File: config.mk
export PLATFORM = sky130hd
export DESIGN_NAME = regfile_wb_arbiter
export DESIGN_NICKNAME = d
export VERILOG_FILES = /design/src/rtl/regfile_wb_pkg.sv /design/src/rtl/wb_rr_arb2.sv /design/src/rtl/regfile_wb_arbiter.sv
export SDC_FILE = /design/constraint.sdc
export NUM_CORES = 1
export LEC_CHECK = 0
export CAP_MARGIN = 15
export CELL_PAD_IN_SITES_DETAIL_PLACEMENT = 2
export CELL_PAD_IN_SITES_GLOBAL_PLACEMENT = 2
export CORE_UTILIZATION = 20
export CTS_BUF_LIST = sky130_fd_sc_hd__clkbuf_8 sky130_fd_sc_hd__clkbuf_16
export CTS_CLUSTER_SIZE = 20
export DETAILED_ROUTE_END_ITERATION = 10
export PLACE_DENSITY = 0.83
export SLEW_MARGIN = 40
export SYNTH_ARGS = -nofsm -noshare
export SYNTH_HDL_FRONTEND = slang
export SYNTH_HIERARCHICAL = 1
export SYNTH_SLANG_ARGS = --single-unit
File: constraint.sdc
create_clock -name clock -period 2.1 [get_ports clock]
set_input_delay 0.42 -clock clock [delete_from_list [all_inputs] [get_ports clock]]
set_output_delay 0.42 -clock clock [all_outputs]
set_load 0.05 [all_outputs]
File: src/rtl/regfile_wb_pkg.sv
// rtl/regfile_wb_pkg.sv - shared types and constants for the write-back arbiter
// Purpose: FSM state type, requester ids and architectural register count
//          used by regfile_wb_arbiter and wb_rr_arb2.
// Ports:   none (package).
package regfile_wb_pkg;

    typedef enum logic {
        IDLE = 1'b0,
        HOLD = 1'b1
    } wb_state_e;

    localparam int REQ_EXU       = 0;
    localparam int REQ_LSU       = 1;
    localparam int NUM_ARCH_REGS = 16;

    // One-hot bit for an architectural register index.
    function automatic logic [NUM_ARCH_REGS-1:0] reg_onehot(input logic [3:0] idx);
        return NUM_ARCH_REGS'(1) << idx;
    endfunction

endpackage

File: src/rtl/wb_rr_arb2.sv
// rtl/wb_rr_arb2.sv - 2-way round-robin grant logic
// Purpose: picks one requester from two valids; on conflict the requester
//          named by prio_i wins. Purely combinational; prio is registered
//          by the parent.
// Ports:   valid_i[1:0] requester valids (bit REQ_EXU / REQ_LSU)
//          prio_i       id of the requester preferred on conflict
//          grant_o[1:0] one-hot grant, zero when no valid
module wb_rr_arb2
    import regfile_wb_pkg::*;
(
    input  logic [1:0] valid_i,
    input  logic       prio_i,
    output logic [1:0] grant_o
);

    always_comb begin
        grant_o          = 2'b00;
        grant_o[REQ_EXU] = valid_i[REQ_EXU] && (!valid_i[REQ_LSU] || (prio_i == 1'(REQ_EXU)));
        grant_o[REQ_LSU] = valid_i[REQ_LSU] && (!valid_i[REQ_EXU] || (prio_i == 1'(REQ_LSU)));
    end

endmodule

File: src/rtl/regfile_wb_arbiter.sv
// rtl/regfile_wb_arbiter.sv - EXU/LSU write-back arbiter onto the register file port
// Purpose: accepts one result per grant from EXU or LSU (round-robin on
//          conflict), holds it on the rf_* valid/ready port until the register
//          file takes it, and tracks in-flight destinations in pending_mask.
// Ports:   clock, reset            clock and synchronous active-high reset
//          exu_* / lsu_*           requester valid/ready + waddr/wdata/wen/next_pc
//          rf_valid, rf_ready      register-file write handshake
//          rf_waddr/wdata/wen/next_pc  registered payload
//          pending_mask            destinations accepted but not yet written
//          perf_commit_cnt, perf_conflict_cnt  counters, live only when
//                                  WB_ARB_PERF_EN is defined, else tied to 0
module regfile_wb_arbiter
    import regfile_wb_pkg::*;
#(
    parameter int ADDR_WIDTH = 5,
    parameter int DATA_WIDTH = 32
) (
    input  logic                     clock,
    input  logic                     reset,

    input  logic                     exu_valid,
    output logic                     exu_ready,
    input  logic [ADDR_WIDTH-1:0]    exu_waddr,
    input  logic [DATA_WIDTH-1:0]    exu_wdata,
    input  logic                     exu_wen,
    input  logic [31:0]              exu_next_pc,

    input  logic                     lsu_valid,
    output logic                     lsu_ready,
    input  logic [ADDR_WIDTH-1:0]    lsu_waddr,
    input  logic [DATA_WIDTH-1:0]    lsu_wdata,
    input  logic                     lsu_wen,
    input  logic [31:0]              lsu_next_pc,

    output logic                     rf_valid,
    input  logic                     rf_ready,
    output logic [ADDR_WIDTH-1:0]    rf_waddr,
    output logic [DATA_WIDTH-1:0]    rf_wdata,
    output logic                     rf_wen,
    output logic [31:0]              rf_next_pc,

    output logic [NUM_ARCH_REGS-1:0] pending_mask,
    output logic [31:0]              perf_commit_cnt,
    output logic [31:0]              perf_conflict_cnt
);

    wb_state_e state_q, state_d;
    logic      prio_q, prio_d;
    logic      gnt_id_q;

    logic [ADDR_WIDTH-1:0]    waddr_q;
    logic [DATA_WIDTH-1:0]    wdata_q;
    logic                     wen_q;
    logic [31:0]              pc_q;
    logic [NUM_ARCH_REGS-1:0] mask_q, mask_d;

    // Clear of the served destination is delayed one cycle: the register
    // file writes in the cycle after the handshake.
    logic       clr_vld_q;
    logic [3:0] clr_idx_q;

    logic [1:0]            grant;
    logic                  accept;
    logic                  rf_hs;
    logic                  sel_exu;
    logic [ADDR_WIDTH-1:0] sel_waddr;
    logic [DATA_WIDTH-1:0] sel_wdata;
    logic                  sel_wen;
    logic [31:0]           sel_pc;
    logic [NUM_ARCH_REGS-1:0] set_vec, clr_vec;

    wb_rr_arb2 u_arb (
        .valid_i ({lsu_valid, exu_valid}),
        .prio_i  (prio_q),
        .grant_o (grant)
    );

    // Readies depend only on requester valids and registered state.
    assign accept = (state_q == IDLE) && (grant != 2'b00);
    assign rf_hs  = (state_q == HOLD) && rf_ready;

    assign sel_exu   = grant[REQ_EXU];
    assign sel_waddr = sel_exu ? exu_waddr   : lsu_waddr;
    assign sel_wdata = sel_exu ? exu_wdata   : lsu_wdata;
    assign sel_wen   = sel_exu ? exu_wen     : lsu_wen;
    assign sel_pc    = sel_exu ? exu_next_pc : lsu_next_pc;

    // State register
    always_ff @(posedge clock) begin
        if (reset) begin
            state_q <= IDLE;
            prio_q  <= 1'(REQ_EXU);
        end else begin
            state_q <= state_d;
            prio_q  <= prio_d;
        end
    end

    // Next-state logic; prio only moves on a completed rf handshake.
    always_comb begin
        state_d = state_q;
        prio_d  = prio_q;
        case (state_q)
            IDLE: begin
                if (accept) begin
                    state_d = HOLD;
                end
            end
            HOLD: begin
                if (rf_ready) begin
                    state_d = IDLE;
                    prio_d  = (gnt_id_q == 1'(REQ_EXU)) ? 1'(REQ_LSU) : 1'(REQ_EXU);
                end
            end
            default: state_d = IDLE;
        endcase
    end

    // Output logic
    always_comb begin
        exu_ready = 1'b0;
        lsu_ready = 1'b0;
        rf_valid  = 1'b0;
        case (state_q)
            IDLE: begin
                exu_ready = grant[REQ_EXU];
                lsu_ready = grant[REQ_LSU];
            end
            HOLD: rf_valid = 1'b1;
            default: ;
        endcase
    end

    // Payload capture on accept; held constant through HOLD.
    always_ff @(posedge clock) begin
        if (reset) begin
            gnt_id_q <= 1'(REQ_EXU);
            waddr_q  <= '0;
            wdata_q  <= '0;
            wen_q    <= 1'b0;
            pc_q     <= '0;
        end else if (accept) begin
            gnt_id_q <= sel_exu ? 1'(REQ_EXU) : 1'(REQ_LSU);
            waddr_q  <= sel_waddr;
            wdata_q  <= sel_wdata;
            wen_q    <= sel_wen;
            pc_q     <= sel_pc;
        end
    end

    // Pending destinations. x0 and PC-only commits never mark a bit; a set
    // in the same edge as a clear of that bit wins.
    always_comb begin
        set_vec = '0;
        clr_vec = '0;
        if (accept && sel_wen && (sel_waddr[3:0] != 4'd0)) begin
            set_vec = reg_onehot(sel_waddr[3:0]);
        end
        if (clr_vld_q) begin
            clr_vec = reg_onehot(clr_idx_q);
        end
        mask_d = (mask_q & ~clr_vec) | set_vec;
    end

    always_ff @(posedge clock) begin
        if (reset) begin
            mask_q    <= '0;
            clr_vld_q <= 1'b0;
            clr_idx_q <= 4'd0;
        end else begin
            mask_q    <= mask_d;
            clr_vld_q <= rf_hs && wen_q && (waddr_q[3:0] != 4'd0);
            clr_idx_q <= waddr_q[3:0];
        end
    end

    assign rf_waddr     = waddr_q;
    assign rf_wdata     = wdata_q;
    assign rf_wen       = wen_q;
    assign rf_next_pc   = pc_q;
    assign pending_mask = mask_q;

`ifdef WB_ARB_PERF_EN
    logic [31:0] commit_cnt_q;
    logic [31:0] conflict_cnt_q;

    always_ff @(posedge clock) begin
        if (reset) begin
            commit_cnt_q   <= '0;
            conflict_cnt_q <= '0;
        end else begin
            if (rf_hs) begin
                commit_cnt_q <= commit_cnt_q + 32'd1;
            end
            if ((state_q == IDLE) && exu_valid && lsu_valid) begin
                conflict_cnt_q <= conflict_cnt_q + 32'd1;
            end
        end
    end

    assign perf_commit_cnt   = commit_cnt_q;
    assign perf_conflict_cnt = conflict_cnt_q;
`else
    assign perf_commit_cnt   = 32'd0;
    assign perf_conflict_cnt = 32'd0;
`endif

endmodule
After elaboration in Yosys (flattened, before gate mapping)
Cells that the tools add are included.
Widths: inputs -> output; s select.
{ "word_totals": {"regBits": 94, "out_inout_bits": 153, "inputBits": 145} }
{ "op_classes": {"n_bitwise": 5, "reduce_logical": 16, "n_shift": 2, "mux": 14} }
{ "op_table": {"columns": ["operator", "count"], "rows": [
  ["$mux 32", 2],
  ["$mux 16", 2],
  ["$shl 1x4->16 const A", 2],
  ["$and 16x16->16", 1],
  ["$not 16->16", 1],
  ["$or 16x16->16", 1],
  ["$logic_and 1x1->1", 8],
  ["$mux 1", 8],
  ["$reduce_bool 4->1", 2],
  ["$mux 5", 1],
  ["$logic_not 1->1", 2],
  ["$logic_or 1x1->1", 2],
  ["$not 1->1", 2],
  ["$pmux 1 s2", 1],
  ["$reduce_and 2->1", 1],
  ["$reduce_bool 2->1", 1]
]} }

Depth between registers and ports, before layout
Gate-level depths: netlist of the first run.
{ "depth": {"depth_word": 9, "ltp_mapped": 7, "ltp_nobuf": 5} }

Hierarchy
The synthesis of the first run kept the hierarchy.
{ "modules_own_cells": {"columns": ["module", "seq_area_each_um2", "n_inst", "cells_each", "area_each_um2"], "rows": [
  ["regfile_wb_arbiter", 1881.8, 1, 483, 4605.7],
  ["wb_rr_arb2", 0.0, 1, 3, 18.8]
]} }

Worst setup path before layout of the first run
OpenSTA, ideal clock, no wires.
{ "synth_path": {"path_kind": "input port to output port", "start": "input port exu_valid", "end": "output port exu_ready", "slack_ps": 44, "t_arrival_ps": 1636, "n_path_buf": 1, "path_stages": 3, "cell_sequence": "a21boi_1 -> buf_6 -> nor2b_1"} }
{ "synth_via": {"elab_chain_len": 2} }
{ "synth_lines": {"columns": ["element", "line", "text"], "rows": [
  ["start, declared", "regfile_wb_arbiter.sv:21", "input logic exu_valid,"],
  ["$logic_and 1x1->1", "wb_rr_arb2.sv:18", "grant_o[REQ_EXU] = valid_i[REQ_EXU] && (!valid_i[REQ_LSU] || (prio_i == 1'(REQ_EXU)));"],
  ["$mux 1", "regfile_wb_arbiter.sv:124", "case (state_q)"],
  ["end, declared", "regfile_wb_arbiter.sv:22", "output logic exu_ready,"]
]} }
Every way passes these cells.

Worst setup path in the final report of the first run
{ "layout_path": {"start": "input port lsu_valid", "end": "output port lsu_ready"} }
{ "layout_via": {"elab_chain_len": 2} }
{ "layout_lines": {"columns": ["element", "line", "text"], "rows": [
  ["start, declared", "regfile_wb_arbiter.sv:28", "input logic lsu_valid,"],
  ["$logic_and 1x1->1", "wb_rr_arb2.sv:19", "grant_o[REQ_LSU] = valid_i[REQ_LSU] && (!valid_i[REQ_EXU] || (prio_i == 1'(REQ_LSU)));"],
  ["named net grant[1]", "regfile_wb_arbiter.sv:62", "logic [1:0] grant;"],
  ["$mux 1", "regfile_wb_arbiter.sv:124", null],
  ["end, declared", "regfile_wb_arbiter.sv:29", "output logic lsu_ready,"]
]} }
The timed path passes the listed nets, and every way through them passes these cells.

==> metrics.yaml, run 1 <==
clocking:
  clk_pin_slew_worst_paths_ns: 0.08
  clk_path_buf_depth: 2
  cts_root_buffer: "clkbuf_16"
  cts_tree: "done"
  numCtsBuffers: 9
  cts.sinks: 94
  htreeDepth: 3
  cts-hold-fix-buffers: 0
  insertion_delay_ns: 0.35
setup_path:
  reg2reg_from: "prio_q$_SDFFE_PP0N_"
  worst_setup_path_start_kind: "primary input"
  startpoint: "lsu_valid"
  crit_fanout: 3
  critical_path_arrival_ns: 1.61
  crit_type: "in2out"
  cp.required_ns: 1.68
  end_kind: "primary output"
yosys:
  synth_cell_types: 41
  synth_top_cell_area_share: 0.407
  synth.area.top_cells: "dfxtp_1 41%, mux2i_1 15%, buf_4 12%, a211oi_1 11%, nor2_1 5.9%"
  synth_seq_cells: 94
  syn_area_sq_mm: 0.00462
  synth_top_area_cell: "dfxtp_1"
  yosysSeqAreaShare: 0.407
  ys_warn_count: 6
  synthCells: 486
  synth_area_per_cell_sq_um: 9.52
global_route:
  grt_usage: 0.141
  grt_start_max_net_pins: 82
  grt_pass1_wl_mm: 26.1
  grt-ovfl-total: 0
  grt_pass1_vias: 4738
  antenna_found_initial: 2
floorplan:
  dieWidth_um: 154
  pin_count: 298
  rows: 55
  core_sq_mm: 0.0226
  die_y_um: 154
  die_area_sq_mm: 0.0237
  initial_core_util: 0.204
route:
  dr.pass1.iters: 4
  final_antenna_net_count: 0
  wl_per_cell_um: 16.5
  routed_via_density: 4.37
  drt_iter0_markers: 139
  finalWirelength_mm: 16.7
  routed-via-count: 4415
  drcViolationCount: 0
layout:
  stdcell_area_sq_mm: 0.00748
  nets: 865
  syn2layout_area_growth_pct: 61.9
  drive_gt1_frac: 0.0786
  final_common_cell: "clkdlybuf4s50_1"
  instances_no_fill: 1011
  final_cell_mix: "230 x clkdlybuf4s50_1, 94 x dfxtp_1, 73 x nor2_1"
sta:
  setup_violations: 0
  setup_tns_ns: 0
  finalHoldViolations: 0
  max_freq_mhz: 492
  timing.final.crit_share: 0.968
  relSlewSlack: 0.616
  setup_ws_ns: 0.0667
  slew_violations: 0
  skew_ns: 0.0113
  tightest_slew_ns: 0.574
  finalCriticalPeriod_ns: 2.03
placement:
  place_ws_ns: -0.197
  dp_cells: 992
  gp_congestion: 0.804
  place_area_sq_mm: 0.00717
  dp_hpwl_mm: 12.8
  port_buffers: 233
power:
  power.density_mw_per_mm2: 779
  vdd_drop_max_mv: 0.284
  p_leak_nw: 2.95
  power_mw: 5.83
min_path:
  worst_hold_path_type: "reg2reg"
  min_from: "pending_mask[0]$_SDFF_PP0_"
run:
  cap_viol_max_count: 0
run_status:
  run_status: "completed"
## per-layer routing
| layer | vias to the layer above | track usage | share of wire |
|---|---|---|---|
| met5 | - | 0 | 0.00078 |
| met4 | 2 | 0.0524 | 0.016 |
| met3 | 19 | 0.0355 | 0.057 |
| met2 | 157 | 0.255 | 0.52 |
| met1 | 2138 | 0.159 | 0.40 |
| li1 | 2099 | - | - |
## state kept, by name, indices dropped and copies added, names as in the netlist
register,cells
pending_mask,16
rf_waddr,5
rf_wen,1
rf_wdata,32
prio_q,1
gnt_id_q,1
clr_vld_q,1
clr_idx_q,4
state_q,1
rf_next_pc,32
## final cells by class
class | count | area [sq um]
antenna | 1 | 2.50
clock buffer | 9 | 225
clock inverter | 7 | 61.3
fill | 2501 | 15200
inverter | 4 | 15.0
multi-input combinational | 353 | 2330
sequential | 94 | 1880
tap | 285 | 357
timing repair buffer | 258 | 2610
## worst paths after layout
kind	endpoint	slack, ns	cells after the start
setup / recovery	lsu_ready	0.07	4
hold / removal	pending_mask[0]$_SDFF_PP0_	0.47	1
setup reg to reg	rf_next_pc[27]$_SDFFE_PP0P_	0.42	6
hold reg to reg	pending_mask[0]$_SDFF_PP0_	0.47	1
## cell families (layout without fill, tap and decap cells)
family,Yosys count,count (layout),synth area share
compound gates,112,112,0.179
simple gates,106,106,0.107
buf+inv,102,278,0.147
flops,94,94,0.407
mux,71,71,0.160
other cells,1,65,0.000811
## worst max-delay path, cell delays in order
cell and delay [ns]:
clkdlybuf4s50_1 0.54, a21boi_2 0.24, nor2b_2 0.25, buf_12 0.16
## report_power, final
group / leakage, nW / switching (mW) / internal (mW)
combinational: 2.04 / 1.35 / 0.784
clock: 0.140 / 0.817 / 0.831
sequential: 0.776 / 0.0968 / 1.95
## metrics by stage
stage	hold slack (ns)	utilization
6_report	0.470	0.331
5_1_grt	0.489	0.331
4_1_cts	0.476	0.330
3_5_place_dp	0.464	0.317
3_3_place_gp	0.459	0.317
2_1_floorplan	0.450	-
## repair_timing
item / CTS / global route
setup buffers: 0 / 2
gates resized for setup: 3 / 2
endpoints found under the setup margin: 2 / 2
## cells in the mapped netlist, drive strengths merged
cell type,n
nor4b,2
o211ai,11
nor4,1
clkbuf,11
nor2,73
o21ai,7
o211a,1
o311ai,4
nand2,5
clkinv,1
nand2b,2
nor3,3
a21oi,4
inv,3
o31ai,6
o21ba,1
and3b,4
o41ai,5
mux2i,69
mux2,2
nor2b,6
nand3b,1
o32ai,1
a211oi,69
dfxtp,94
or3b,2
nor3b,2
buf,87
and4bb,1
a21boi,2
and3,1
conb,1
a31oi,1
or2,2
nand3,1
No activity file was read; power rests on OpenSTA's default activity.
==> run 2, diff against run 1 <==
==> constraint.sdc (replaced) <==
create_clock -name clock -period 1.9 [get_ports clock]
set_input_delay 0.38 -clock clock [delete_from_list [all_inputs] [get_ports clock]]
set_output_delay 0.38 -clock clock [all_outputs]
set_load 0.05 [all_outputs]
==> run 2 against run 1 <==
Compared with the run above:
- clock skew shrank 0.0043 ns
- core utilization grew 0.099 points
- register-to-register slack lost 0.24 ns
- total power grew 14%
- global-route usage grew 0.17 points
- combinational power grew 9%
- sequential power grew 11%
- sequential share of layout area shrank 0.059 points
- routed wire length grew 2.2%
- critical path depth grew 1
==> metrics.yaml, run 2 (synthesis gave the netlist of run 1 again) <==
layout:
  nets: 874  # +1.0%
  instances_no_fill: 1020  # +0.89%
  final_common_cell: "clkdlybuf4s50_1"
  final_core_util: 0.332  # +0.000994
  final_cell_mix: "141 x clkdlybuf4s50_1, 93 x dfxtp_1, 73 x nor2_1"
  stdcell_area_sq_mm: 0.00751  # +0.30%
  fillCellCount: 2511  # +0.40%
  drive_gt1_frac: 0.154  # +0.0753
  syn2layout_area_growth_pct: 62.3
floorplan:
  initial_core_util: 0.204  # unchanged
  core_sq_mm: 0.0226  # unchanged
  die_y_um: 154  # unchanged
  rows: 55  # unchanged
  dieWidth_um: 154  # unchanged
  pin_count: 298  # unchanged
  die_area_sq_mm: 0.0237  # unchanged
global_route:
  grt_pass1_wl_mm: 26.0  # about the same
  grt_pass1_vias: 4624  # -2.4%
  antenna_found_initial: 1  # -1
  grt_usage: 0.143  # +0.00168
  grt_start_max_net_pins: 82  # unchanged
  grt-ovfl-total: 0  # unchanged
sta:
  relSlewSlack: 0.622  # +0.00648
  skew_ns: 0.00700  # -0.00434 ns
  finalCriticalPeriod_ns: 1.78
  tightest_slew_ns: 0.561  # -0.0131 ns
  slew_violations: 0  # unchanged
  timing.final.crit_share: 0.935
  setup_violations: 0  # unchanged
  max_freq_mhz: 563
  finalHoldViolations: 0  # unchanged
  grt_setup_unrepaired: "false"
  setup_tns_ns: 0  # unchanged
route:
  routed_via_density: 4.33  # -0.86%
  drcViolationCount: 0  # unchanged
  finalWirelength_mm: 17.1  # +2.2%
  drt_iter0_markers: 110  # -21%
  final_antenna_net_count: 0  # unchanged
  wl_per_cell_um: 16.8  # +1.3%
  dr.pass1.iters: 4  # unchanged
  routed-via-count: 4416  # +0.023%
setup_path:
  worst_setup_path_start_kind: "flop"
  crit_fanout: 3  # unchanged
  critical_path_arrival_ns: 1.40  # -0.21 ns
  startpoint: "prio_q$_SDFFE_PP0N_"
  reg2reg_from: "prio_q$_SDFFE_PP0N_"
  end_kind: "primary output"
  cp.required_ns: 1.52  # -0.16 ns
  crit_type: "reg2out"
run:
  cap_viol_max_count: 0  # unchanged
placement:
  gp_congestion: 0.769  # -4.4%
  dp_hpwl_mm: 13.2  # +3.1%
  place_area_sq_mm: 0.00712  # -0.70%
  dp_cells: 997  # +0.50%
  port_buffers: 233  # unchanged
run_status:
  run_status: "completed"
clocking:
  clk_path_buf_depth: 2  # unchanged
  cts.sinks: 94  # unchanged
  clk_pin_slew_worst_paths_ns: 0.07  # about the same
  cts_tree: "done"
  cts_root_buffer: "clkbuf_16"
  htreeDepth: 3  # unchanged
  numCtsBuffers: 9  # unchanged
  insertion_delay_ns: 0.35  # about the same
min_path:
  min_from: "pending_mask[0]$_SDFF_PP0_"
  worst_hold_path_type: "reg2reg"
power:
  p_leak_nw: 3.44  # +17%
  power.density_mw_per_mm2: 882  # +13%
  vdd_drop_max_mv: 0.308  # +8.6%
## run 2: cell count changes in the layout (fill, tap and decap cells not counted), moves of 2 or more
cell and delta:
dlygate4sd2_1 +28, buf_12 +2, clkdlybuf4s50_1 -89, bufinv_16 +2, buf_4 +53, inv_6 -2
dlymetal6s2s_1 +15
## run 2: final cells by class
type | count | area, sq um | area share
Sequential cell | 94 | 1880 | 0.251
Multi-Input combinational cell | 353 | 2340 | 0.311
Clock inverter | 7 | 97.6 | 0.0130
Tap cell | 285 | 357 | 0.0475
Antenna cell | 1 | 2.50 | 0.000333
Timing Repair Buffer | 267 | 2590 | 0.345
Clock buffer | 9 | 225 | 0.0300
Inverter | 4 | 15.0 | 0.00200
## run 2: through the flow
| stage | worst slack, ns | total power, mW | hold slack [ns] |
|---|---|---|---|
| finish | 0.124 | 6.62 | 0.468 |
| global route | 0.0483 | 6.93 | 0.479 |
| CTS | 0.000502 | 6.73 | 0.474 |
| detailed placement | -0.341 | 4.68 | 0.464 |
| global placement | -0.243 | 4.62 | 0.455 |
| floorplan | 0.139 | 3.86 | 0.450 |
## run 2: final timing paths
check | endpoint | slack [ns] | depth (start not counted)
min reg2reg | pending_mask[0]$_SDFF_PP0_ | 0.47 | 1
min | pending_mask[0]$_SDFF_PP0_ | 0.47 | 1
max reg2reg | pending_mask[11]$_SDFF_PP0_ | 0.18 | 6
max | lsu_ready | 0.12 | 5
## run 2: critical path, stage by stage (launching register included)
cell and delay (ns):
dfxtp_2 0.37, inv_1 0.06, a21boi_2 0.15, buf_4 0.14, nor2b_4 0.18, buf_12 0.15
## run 2: where the power goes
part / total, mW / internal, mW / switching, mW
sequential: 2.27 / 2.16 / 0.114
clock: 2.03 / 1.16 / 0.864
combinational: 2.32 / 0.824 / 1.50
total: 6.62 / 4.14 / 2.48
## run 2: per-layer routing
| layer | global-route usage | wire, um | share of wire | up-vias |
|---|---|---|---|---|
| met4 | 0.0505 | 303 | 0.018 | 0 |
| met3 | 0.0293 | 916 | 0.054 | 20 |
| li1 | - | - | - | 2112 |
| met5 | 0 | 0 | 0 | - |
| met2 | 0.261 | 8960 | 0.52 | 161 |
| met1 | 0.163 | 6910 | 0.40 | 2123 |
## run 2: what timing repair did
action / 4_1_cts / 5_1_grt
pin swaps: 1 / 0
hold buffers: 0 / 0
setup buffers: 6 / 0
resized for setup: 32 / 16
endpoints found under the setup margin: 28 / 16
